File: config.mk
export PLATFORM = sky130hd
export DESIGN_NAME = c432_pattern_sequencer
export DESIGN_NICKNAME = d
export VERILOG_FILES = /design/src/rtl/c432_pattern_sequencer.sv
export SDC_FILE = /design/constraint.sdc
export NUM_CORES = 1
export LEC_CHECK = 0
export BUFFER_PORTS_ARGS = -buffer_cell sky130_fd_sc_hd__clkbuf_2
export CORE_AREA = 2 2 115 117
export DETAILED_ROUTE_END_ITERATION = 7
export DIE_AREA = 0 0 117 119
export PLACE_DENSITY_LB_ADDON = 0.15
export SLEW_MARGIN = 15
export SYNTH_ARGS = -nofsm -noshare
export SYNTH_HDL_FRONTEND = slang
export SYNTH_SLANG_ARGS = --single-unit
File: constraint.sdc
create_clock -name clk -period 5.4 [get_ports clk]
set_input_delay 1.08 -clock clk [delete_from_list [all_inputs] [get_ports clk]]
set_output_delay 1.08 -clock clk [all_outputs]
set_load 0.01 [all_outputs]
File: src/rtl/c432_pattern_sequencer.sv
// Pattern sequencer for a c432 under test: applies stored vectors, waits for settling,
// compares against golden responses. Optional response MISR under C432_SEQ_SIGNATURE_EN.
module c432_pattern_sequencer #(
   parameter int unsigned SETTLE_CYC = 2,
   parameter int unsigned CNT_W      = 16
) (
   input  logic             clk,
   input  logic             rst_n,
   input  logic             start,
   input  logic             pat_valid,
   output logic             pat_ready,
   input  logic [35:0]      pat_data,
   input  logic [6:0]       pat_golden,
   input  logic             pat_last,
   output logic [35:0]      dut_in,
   input  logic [6:0]       dut_resp,
   output logic             busy,
   output logic             done,
   output logic             fail_flag,
   output logic [CNT_W-1:0] mismatch_cnt,
   output logic [CNT_W-1:0] first_fail_idx,
   output logic [15:0]      signature
);

   typedef enum logic [1:0] {IDLE, LOAD, SETTLE, CAPTURE} state_t;

   localparam logic [7:0] SETTLE_LD = 8'(SETTLE_CYC);

   state_t           state_q, state_d;
   logic [7:0]       timer_q;
   logic [6:0]       golden_q;
   logic             last_q;
   logic [CNT_W-1:0] idx_q;
   logic             accept, capture, clear, mismatch;

   always_comb begin
      state_d   = state_q;
      pat_ready = 1'b0;
      accept    = 1'b0;
      capture   = 1'b0;
      unique case (state_q)
         IDLE: begin
            if (start) state_d = LOAD;
         end
         LOAD: begin
            pat_ready = 1'b1;
            if (pat_valid) begin
               accept  = 1'b1;
               state_d = SETTLE;
            end
         end
         SETTLE: begin
            if (timer_q == 8'd1) state_d = CAPTURE;
         end
         CAPTURE: begin
            capture = 1'b1;
            state_d = last_q ? IDLE : LOAD;
         end
         default: state_d = IDLE;
      endcase
   end

   assign busy     = (state_q != IDLE);
   assign clear    = (state_q == IDLE) && start;
   assign mismatch = (dut_resp != golden_q);

   always_ff @(posedge clk or negedge rst_n) begin
      if (!rst_n) begin
         state_q        <= IDLE;
         timer_q        <= 8'd0;
         golden_q       <= 7'd0;
         last_q         <= 1'b0;
         idx_q          <= '0;
         dut_in         <= 36'd0;
         done           <= 1'b0;
         fail_flag      <= 1'b0;
         mismatch_cnt   <= '0;
         first_fail_idx <= '0;
      end else begin
         state_q <= state_d;
         if (clear) begin
            done           <= 1'b0;
            fail_flag      <= 1'b0;
            mismatch_cnt   <= '0;
            first_fail_idx <= '0;
            idx_q          <= '0;
         end
         if (accept) begin
            dut_in   <= pat_data;
            golden_q <= pat_golden;
            last_q   <= pat_last;
            timer_q  <= SETTLE_LD;
         end else if (state_q == SETTLE) begin
            timer_q <= timer_q - 8'd1;
         end
         if (capture) begin
            idx_q <= idx_q + 1'b1;
            if (mismatch) begin
               if (mismatch_cnt != '1) mismatch_cnt <= mismatch_cnt + 1'b1;
               // only the first failure of a run is recorded
               if (!fail_flag) begin
                  fail_flag      <= 1'b1;
                  first_fail_idx <= idx_q;
               end
            end
            if (last_q) done <= 1'b1;
         end
      end
   end

`ifdef C432_SEQ_SIGNATURE_EN
   logic [15:0] sig_q;

   always_ff @(posedge clk or negedge rst_n) begin
      if (!rst_n) begin
         sig_q <= 16'd0;
      end else if (clear) begin
         sig_q <= 16'd0;
      end else if (capture) begin
         sig_q <= {sig_q[14:0], 1'b0} ^ (sig_q[15] ? 16'h1021 : 16'h0000) ^ {9'd0, dut_resp};
      end
   end

   assign signature = sig_q;
`else
   assign signature = 16'd0;
`endif

endmodule

Word level (Yosys, flattened, before mapping)
Cells that the tools add are included.
- bits in registers: 104
- output and inout bits: 88
- word-level logic and storage cells: 56
- input bits: 55
- add/sub/neg operators: 3
- muxes and demuxes: 28
- reductions and logical operators: 6
- eq/ne operators: 9
- operator list (cell ; number):
    16-bit two-way mux ; 10
    16-bit by 1-bit adder with 16-bit output, second input constant ; 2
    8-bit two-way mux ; 2
    16-bit != test, second input constant ; 1
    1-bit two-way mux ; 12
    8-bit by 1-bit == test with 1-bit output, second input constant ; 1
    2-bit case mux with 4 select lines ; 1
    8-bit by 1-bit subtractor with 8-bit output, second input constant ; 1
    7-bit != test ; 1
    2-bit two-way mux ; 3
    2-bit != test, second input constant ; 3
    2-bit nonzero test ; 3
    2-bit == test, second input constant ; 2
    3-bit AND reduction ; 1
    2-bit by 1-bit == test with 1-bit output, second input constant ; 1
    2-bit logical NOT ; 1
    1-bit logical AND ; 1

Longest topological paths before layout
- depth in word-level cells: 6
- depth in mapped cells: 7

Worst setup path after synthesis
No wires, ideal clock.
- path kind: input to register
- from: in dut_resp[1]
- to: reg first_fail_idx[10]
- cell stages on the path: 7
- data required time: 5321 ps
- setup slack: 2922 ps
- arrival time: 2399 ps
- path buffers: 2
- cell sequence: xnor2_1 nand4_1 o41a_1 nand2b_1 buf_4 buf_6 mux2i_1
- cells in the longest elaborated chain, start to end: 3
- RTL lines (what ; line ; source):
    start: declaration ; 16 ; input logic [6:0] dut_resp,
    7-bit != test ; 65 ; assign mismatch = (dut_resp != golden_q);
    16-bit two-way mux ; 98 ; if (mismatch) begin
    16-bit two-way mux ; 96 ; if (capture) begin
    end signal: assignment ; 103 ; first_fail_idx <= idx_q;
    end: declaration ; 21 ; output logic [CNT_W-1:0] first_fail_idx,
Every way passes these cells.
A chain may end at the register's enable or synchronous reset.

Final worst setup path
- from: in dut_resp[5]
- to: reg first_fail_idx[11]
The elaborated chain is that of the path after synthesis.

==> run summary <==
Hold Buf Count CTS -> 0
Die area -> 13,900 sq um
RR Endpoint -> first_fail_idx[11]
Combinational share of power -> 36.8%
Power Internal -> 1.89 mW
Final Cell Area -> 6010 sq um
Pwr/cell area -> 488 nW/um^2
Crit path required time -> 5.66 ns
Syn avg cell area -> 11.6 sq um
GP Congestion -> 0.724
DRC -> 0
Die Y-Extent -> 119 um
CTS tree -> built
Vias per Instance -> 4.79
Sequential power share -> 42.5%
NetSw -> 1.04 mW
Post-CTS sizing -> 0
DR WL/cell -> 14.2 um
Port bufs -> 126
H-tree levels -> 3
Vias in the first global route -> 3,498
Pwr Total -> 2.94 mW
Die Width -> 117 um
Async SR Flop Fraction -> 100%
VDD IR max -> 285 uV
Floorplan core area -> 12,900 sq um
Clock buffer count from CTS -> 9
Final hold slack -> 0.477 ns
Yosys cell types -> 51
Critical path peak fanout -> 17
Worst setup EP type -> register
Slew @ Worst Pin -> 1.02 ns
EDFF count, synth -> 0
RSZ-0062 raised after global routing -> false
I/O pin cnt -> 143
Iter 0 DRT Violations -> 105
Root Driver -> clkbuf_16
First-pass DRT Iterations -> 4
Hold Path End -> idx_q[14]
Synth warn -> 0
Initial Util -> 38.8%
Leakage -> 2.90 nW
Global-route wire length before repair -> 17,300 um
Deepest clock path buffer count -> 2
Critical path arrival -> 3.09 ns
Run status -> completed
GRT Resource Usage Total -> 15.8%
Share of layout cells above drive strength 1 -> 35.8%
Hold Path Origin -> idx_q[14]
Most frequent cells in the layout -> clkbuf_2 (125), dfrtp_1 (104), mux2_2 (46)
Pin count of the biggest net entering global routing -> 57
FMAX -> 353 MHz
CTS sink cnt -> 104
Initial antenna violation count -> 0
Post-placement cell area -> 5740 sq um
Clock power frac -> 20.7%
Crit Path Category -> input port to register
CP startpoint kind -> input port
Worst R2R Path Depth -> 5
Mapped Cells -> 430
Placement Rows -> 42
Final Util -> 46.7%
Sequential area share after synthesis -> 52.1%
Area grow syn2layout -> 20.5%
Final Max Slew Viols -> 0
Final Hold Vio Count -> 0
Mapped Area -> 4990 sq um
Post-DRT Antenna Nets -> 0
R2R Path Start -> golden_q[5]
Clock Skews -> 0.00957 ns
Worst hold path type -> register to register
Final WL -> 10,400 um
Gr ovfl total -> 0
Final nets -> 618
Register bit total from synthesis -> 104
Relative slew margins -> 32.2%
Post-CTS Repair Setup Buffers -> 0
Final setup fails -> 0
Worst hold stages -> 1
Ys flop type -> dfrtp_1
DP HPWL -> 7270 um
R2R Setup Slk -> 2.96 ns
Clock latency on the worst-skew pair -> 0.35 ns
Max Cap Viol -> 0
Setup tns final -> 0 ns
Reg clk slew, reported paths -> 0.06 ns
Via count -> 3,517
Most common cell after layout, fill and taps aside -> clkbuf_2
Period utilisation layout -> 52.5%
Antenna cells -> 0
Min cycle time layout -> 2.83 ns
Switching part of the total -> 35.5%
==> synthesized netlist by cell type, types with 2 or more instances <==
master	number	area (sq um)
o21ai_0	9	45.0
clkbuf_1	11	41.3
a22o_1	4	35.0
ha_1	9	113
nor2_1	17	63.8
buf_2	2	10.0
nor4_1	6	37.5
inv_1	24	90.1
o31ai_1	10	75.1
mux2i_1	26	260
nor2b_1	2	12.5
a221o_1	4	40.0
and4_1	2	17.5
nand2b_1	2	12.5
a21oi_1	2	10.0
o211ai_1	4	30.0
o2bb2ai_1	2	17.5
mux2_2	46	518
nand2_1	44	165
xnor2_1	19	166
nor3_1	9	45.0
dfrtp_1	104	2600
nand4_1	5	31.3
xor2_1	11	96.3
nand3_1	14	70.1
buf_4	17	128
==> layout make-up <==
| class | count | area (sq um) |
|---|---|---|
| Sequential cell | 104 | 2600 |
| Clock inverter | 3 | 17.5 |
| Clock buffer | 12 | 256 |
| Tap cell | 176 | 220 |
| Inverter | 26 | 100 |
| Timing Repair Buffer | 130 | 663 |
| Multi-Input combinational cell | 283 | 2150 |
| Fill cell | 1230 | 6860 |
==> kinds of logic after synthesis <==
group	synth area share, %
AND/OR/NAND/NOR	12.1
flip-flops	52.1
multiplexers	15.6
buffers and inverters	5.89
AO/OA/AOI/OAI	6.72
XOR/XNOR	5.26
adder cells (fa/ha/maj)	2.26
other	0.0751
==> registers in the layout, summed over array words and instances (netlist names) <==
name and cells:
dut_in 36, first_fail_idx 16, idx_q 16, mismatch_cnt 16
timer_q 8, golden_q 7, state_q 2, done 1
fail_flag 1, last_q 1
==> stage by stage <==
stage	setup WS [ns]	cells
3_5_place_dp	2.18	719
3_3_place_gp	2.21	719
4_1_cts	2.55	734
2_1_floorplan	2.92	445
5_1_grt	2.41	734
6_report	2.57	734
==> critical path, cell delays in order <==
cell	delay (ns)
clkbuf_2	0.09
xnor2_1	0.14
nand4_1	0.23
o41a_1	0.50
nand2b_1	0.77
mux2i_1	0.27
==> power by group through the flow <==
stage	clock network (mW)	registers, mW	logic [mW]
global placement	0	1.25	1.08
floorplan	0	1.31	0.664
detailed placement	0	1.26	1.10
CTS	0.635	1.25	1.10
finish	0.609	1.25	1.08
global route	0.665	1.29	1.20
==> layer usage <==
| layer | vias to the layer above | global-route usage (%) | part of all wire [%] |
|---|---|---|---|
| met3 | 10 | 6.16 | 7.3 |
| met2 | 106 | 24.7 | 48 |
| li1 | 1707 | - | - |
| met4 | 0 | 4.85 | 1.3 |
| met1 | 1694 | 20.2 | 44 |
| met5 | - | 0 | 0 |
==> worst max-delay path by stage <==
stage                      from                 end  slack [ns]  depth (start not counted)
finish              dut_resp[5]  first_fail_idx[11]        2.57                          6
floorplan           dut_resp[1]  first_fail_idx[10]        2.92                          7
CTS                 dut_resp[5]  first_fail_idx[11]        2.55                          6
detailed placement  dut_resp[5]  first_fail_idx[11]        2.18                          6
global route        dut_resp[5]  first_fail_idx[13]        2.41                          6
global placement    dut_resp[5]  first_fail_idx[15]        2.21                          6
Note: power is estimated with default switching activity, not from simulation.
